$ cat src/rtl/pipe_hazard_ctrl.sv
// Stall/flush sequencer for the 5-stage pipeline: load-use interlock,
// taken-branch flush resolved in MEM, and multi-cycle MUL/DIV tracking.
//
// state | meaning
// ------+-------------------------------------------------------------
// RUN   | MUL/DIV idle; a MUL/DIV op in EX may start a new operation
// BUSY  | MUL/DIV in flight; cnt counts down remaining busy cycles,
//       | ID instructions touching HI/LO are held
module pipe_hazard_ctrl #(
  parameter int MD_LAT = 32,
  parameter int CNT_W  = 6
) (
  input  logic       Clk,
  input  logic       Rst,
  input  logic [4:0] Id_Rs,
  input  logic [4:0] Id_Rt,
  input  logic       Id_UseRs,
  input  logic       Id_UseRt,
  input  logic       Id_MdUse,
  input  logic [1:0] Ex_MemRead,
  input  logic [4:0] Ex_Rw,
  input  logic       Ex_MdOp,
  input  logic       Mem_BrTaken,
  output logic       PC_Wr,
  output logic       IfId_Wr,
  output logic       IfId_Flush,
  output logic       IdEx_Flush,
  output logic       ExMem_Flush,
  output logic       MD_Start,
  output logic       MD_Busy
);

  typedef enum logic {
    RUN  = 1'b0,
    BUSY = 1'b1
  } st_t;

  localparam logic [CNT_W-1:0] CNT_LOAD = CNT_W'(MD_LAT - 1);
  localparam logic [CNT_W-1:0] CNT_ONE  = CNT_W'(1);

  st_t              st, st_nxt;
  logic [CNT_W-1:0] cnt, cnt_nxt;
  logic             ld_haz;
  logic             md_haz;

  // Hazard detection: load in EX producing a register the ID instruction reads
  // (r0 never creates a dependency), or a HI/LO consumer while MUL/DIV runs.
  always_comb begin
    ld_haz = (Ex_MemRead != 2'b00) && (Ex_Rw != 5'd0) &&
             ((Id_UseRs && (Id_Rs == Ex_Rw)) || (Id_UseRt && (Id_Rt == Ex_Rw)));
    md_haz = (st == BUSY) && Id_MdUse;
  end

  // State register; reset abandons any in-flight MUL/DIV.
  always_ff @(posedge Clk) begin
    if (Rst) begin
      st  <= RUN;
      cnt <= '0;
    end else begin
      st  <= st_nxt;
      cnt <= cnt_nxt;
    end
  end

  // Next state and start pulse. A wrong-path MUL/DIV (branch taken in MEM the
  // same cycle) never starts; a MUL/DIV op seen while BUSY is ignored.
  always_comb begin
    st_nxt   = st;
    cnt_nxt  = cnt;
    MD_Start = 1'b0;
    if (st == RUN) begin
      if (Ex_MdOp && !Mem_BrTaken && !Rst) begin
        MD_Start = 1'b1;
        st_nxt   = BUSY;
        cnt_nxt  = CNT_LOAD;
      end
    end else begin
      if (cnt == CNT_ONE) begin
        st_nxt  = RUN;
        cnt_nxt = '0;
      end else begin
        cnt_nxt = cnt - CNT_ONE;
      end
    end
  end

  // Pipeline register controls, priority reset > branch > stall > normal.
  // A branch in MEM does not abort BUSY: the MUL/DIV is older than the branch.
  always_comb begin
    PC_Wr       = 1'b1;
    IfId_Wr     = 1'b1;
    IfId_Flush  = 1'b0;
    IdEx_Flush  = 1'b0;
    ExMem_Flush = 1'b0;
    MD_Busy     = (st == BUSY) && !Rst;
    if (Rst) begin
      PC_Wr       = 1'b0;
      IfId_Wr     = 1'b0;
      IfId_Flush  = 1'b1;
      IdEx_Flush  = 1'b1;
      ExMem_Flush = 1'b1;
    end else if (Mem_BrTaken) begin
      IfId_Flush  = 1'b1;
      IdEx_Flush  = 1'b1;
      ExMem_Flush = 1'b1;
    end else if (md_haz || ld_haz) begin
      PC_Wr      = 1'b0;
      IfId_Wr    = 1'b0;
      IdEx_Flush = 1'b1;
    end
  end

endmodule
$ cat config.mk
export PLATFORM = sky130hd
export DESIGN_NAME = pipe_hazard_ctrl
export DESIGN_NICKNAME = d
export VERILOG_FILES = /design/src/rtl/pipe_hazard_ctrl.sv
export SDC_FILE = /design/constraint.sdc
export NUM_CORES = 1
export LEC_CHECK = 0
export ABC_AREA = 1
export BUFFER_PORTS_ARGS = -buffer_cell sky130_fd_sc_hd__buf_2
export CORE_MARGIN = 4
export CORE_UTILIZATION = 48
export CTS_BUF_LIST = sky130_fd_sc_hd__clkbuf_8
export DETAILED_ROUTE_END_ITERATION = 12
export PLACE_DENSITY = 0.81
export SKIP_LAST_GASP = 1
export SLEW_MARGIN = 20
export SYNTH_ARGS = -nofsm -noshare
export SYNTH_HDL_FRONTEND = slang
export SYNTH_SLANG_ARGS = --single-unit
$ cat constraint.sdc
create_clock -name Clk -period 1.3 [get_ports Clk]
set_input_delay 0.065 -clock Clk [delete_from_list [all_inputs] [get_ports Clk]]
set_output_delay 0.065 -clock Clk [all_outputs]
set_load 0.01 [all_outputs]
==> flow_metrics.tcl <==
set metrics [dict create \
    outcome "finished, final reports clean" \
    slew_headroom_pct 83.3 \
    cts_hold_buf 0 \
    path_class "flop to flop" \
    setup_viol 0 \
    cts-root-buf "clkbuf_8" \
    switchingPower_mw 0.257 \
    area_growth_pct 26.7 \
    htree_levels 1 \
    cp-start-kind "flop" \
    coreArea_sq_um 1330 \
    max_slew.worst_pin.slew_ns 0.251 \
    skew_ns 0.00333 \
    avgSynthCellArea_sq_um 5.69 \
    die_y_um 45.9 \
    yosysTopAreaCellShare_pct 21.3 \
    cp_common_cell "nor2_1" \
    clockBufferDepth 2 \
    final_common_cell "nand2_1" \
    place_hpwl_um 1320 \
    final_cell_mix "nand2_1, buf_2, inv_1, nor2_1, a21oi_1" \
    fmax_mhz 841 \
    grt_max_degree 11 \
    portBuffers 30 \
    p_int_mw 0.544 \
    grt_pass1_wl_um 2660 \
    arrival_ns 1.29 \
    grt_pass1_vias 696 \
    ys_ff_latch 7 \
    pwr-share-comb_pct 30.5 \
    numCtsBuffers 3 \
    vdd_drop_max_mv 0.842 \
    worst_ep_required_time_ns 1.40 \
    ioPinCount 31 \
    via_per_inst 4.83 \
    synth_area_leader_cell "nand2_1" \
    totalWireLength_um 1670 \
    cts_tree "done" \
    critPathMaxStageDelay_ns 0.34 \
    switching_share_pct 32.1 \
    cap_violations 0 \
    path_clk_slew_ns 0.04 \
    num_vias 801 \
    start_util_pct 51.6 \
    gp_congestion 0.881 \
    die_area_sq_um 2100 \
    hold_violations 0 \
    num_antenna_cells 0 \
    ys_warn_count 0 \
    cp_max_fo 4 \
    period_needed_ns 1.19 \
    grt_usage_pct 17.2 \
    p_per_area_nw_per_um2 919 \
    netlist_area_sq_um 688 \
    clock_latency_ns 0.23 \
    leakage_nw 0.544 \
    power_frac_clock_pct 37.7 \
    nets 178 \
    postRouteAntennaNets 0 \
    post-place-cells 162 \
    slew_violations 0 \
    drtPass1Iterations 4 \
    cts_sinks 7 \
    synth.distinct_cells 21 \
    rows 13 \
    dr.first_iter.drc_count 25 \
    remaining_drc_errors 0 \
    drive_above_1_share_pct 31.1 \
    tns_ns 0 \
    min_path_type "input port to flop" \
    synth_cells 121 \
    die_w_um 45.9 \
    grt-ovfl-total 0 \
    antenna_found_initial 0 \
    crit_chain "nor3_2 > nand3_1 > nor2_1 > nor2_1 > nand2_1 > a21oi_1" \
    wl_per_cell_um 10.0 \
    ys_top_cells_by_area "nand2_1, dfxtp_1, inv_1" \
    seq_power_share_pct 31.8 \
    rsz0062_at_grt "false" \
    syn_nets 147 \
    fin_cells 166 \
    crit_path_end_kind "flop" \
    finalCritPeriodShare_pct 91.5 \
    ys_seq_area_share_pct 20.4 \
    cp_slowest_cell "dfxtp_1" \
]
[final timing paths]
| check | end | cells after the start | start | slack, ns |
|---|---|---|---|---|
| worst max-delay path | cnt[5] | 6 | cnt[0] | 0.11 |
| worst min-delay path | cnt[4] | 2 | Rst | 0.17 |
| worst max register to register | cnt[5] | 6 | cnt[0] | 0.11 |
| worst min register to register | cnt[5] | 2 | cnt[5] | 0.49 |
[per-stage QoR]
step | util (%) | total power, mW | area, sq um | hold slack [ns] | worst slack, ns
after floorplan | - | 0.424 | 688 | 0.240 | 0.254
after global placement | 61.9 | 0.492 | 826 | 0.404 | 0.190
after detailed placement | 61.9 | 0.497 | 826 | 0.405 | 0.167
after CTS | 65.3 | 0.804 | 871 | 0.169 | 0.0669
after global routing | 65.4 | 0.861 | 872 | 0.195 | 0.00459
final | 65.4 | 0.801 | 872 | 0.168 | 0.110
[cell families (layout without fill, tap and decap cells)]
logic type               count (synthesis)  after routing  share of synthesized area (%)
AND/OR/NAND/NOR                         67             67                           44.0
XOR/XNOR                                 3              3                           3.82
AO/OA/AOI/OAI                           12             12                           9.46
adder cells (fa/ha/maj)                  2              2                           3.64
flip-flops                               7              7                           20.4
buffers and inverters                   30             60                           18.7
[worst max-delay path, delay by kind of cell, from the launching register on]
family	cells	cell delay (ns)
compound gates	1	0.05
flops	1	0.34
simple gates	5	0.67
[layer usage]
layer	share of wire (%)	up-vias	global-route usage, %
met5	0	-	0
met4	1.3	0	1.70
met3	11	6	7.51
met2	46	36	28.0
met1	42	341	21.4
li1	-	418	-
[state kept, by name (all words and copies together), names as in the netlist]
register	flops
st	1
cnt	6
[power by group through the flow]
stage,sequential (mW),clock [mW],combinational [mW]
after floorplan,0.250,0,0.174
after global placement,0.257,0,0.235
after detailed placement,0.257,0,0.239
after CTS,0.254,0.306,0.244
after global routing,0.257,0.328,0.276
final,0.255,0.302,0.245
[cell type report]
type / count / area, sq um
Clock buffer: 3 / 41.3
Tap cell: 15 / 18.8
Fill cell: 131 / 462
Inverter: 26 / 97.6
Multi-Input combinational cell: 84 / 419
Timing Repair Buffer: 30 / 150
Clock inverter: 1 / 3.75
Sequential cell: 7 / 141
[synthesized netlist by cell type]
master / number
o22ai_1: 1
inv_2: 8
o21bai_1: 1
nand2_2: 1
buf_4: 2
nor3_2: 1
nand2_4: 1
ha_1: 2
a21oi_1: 9
buf_2: 1
dfxtp_1: 7
a31oi_1: 1
nand2_1: 39
nor2_1: 15
buf_6: 1
xor2_1: 3
nor2_4: 1
inv_1: 18
nand4_1: 1
nand3_1: 7
nor2_8: 1
[what timing repair did]
action,CTS,global route
buffers inserted,0,0
resized for setup,0,1
setup endpoints to repair,0,2
(Power assumes the default switching activity.)
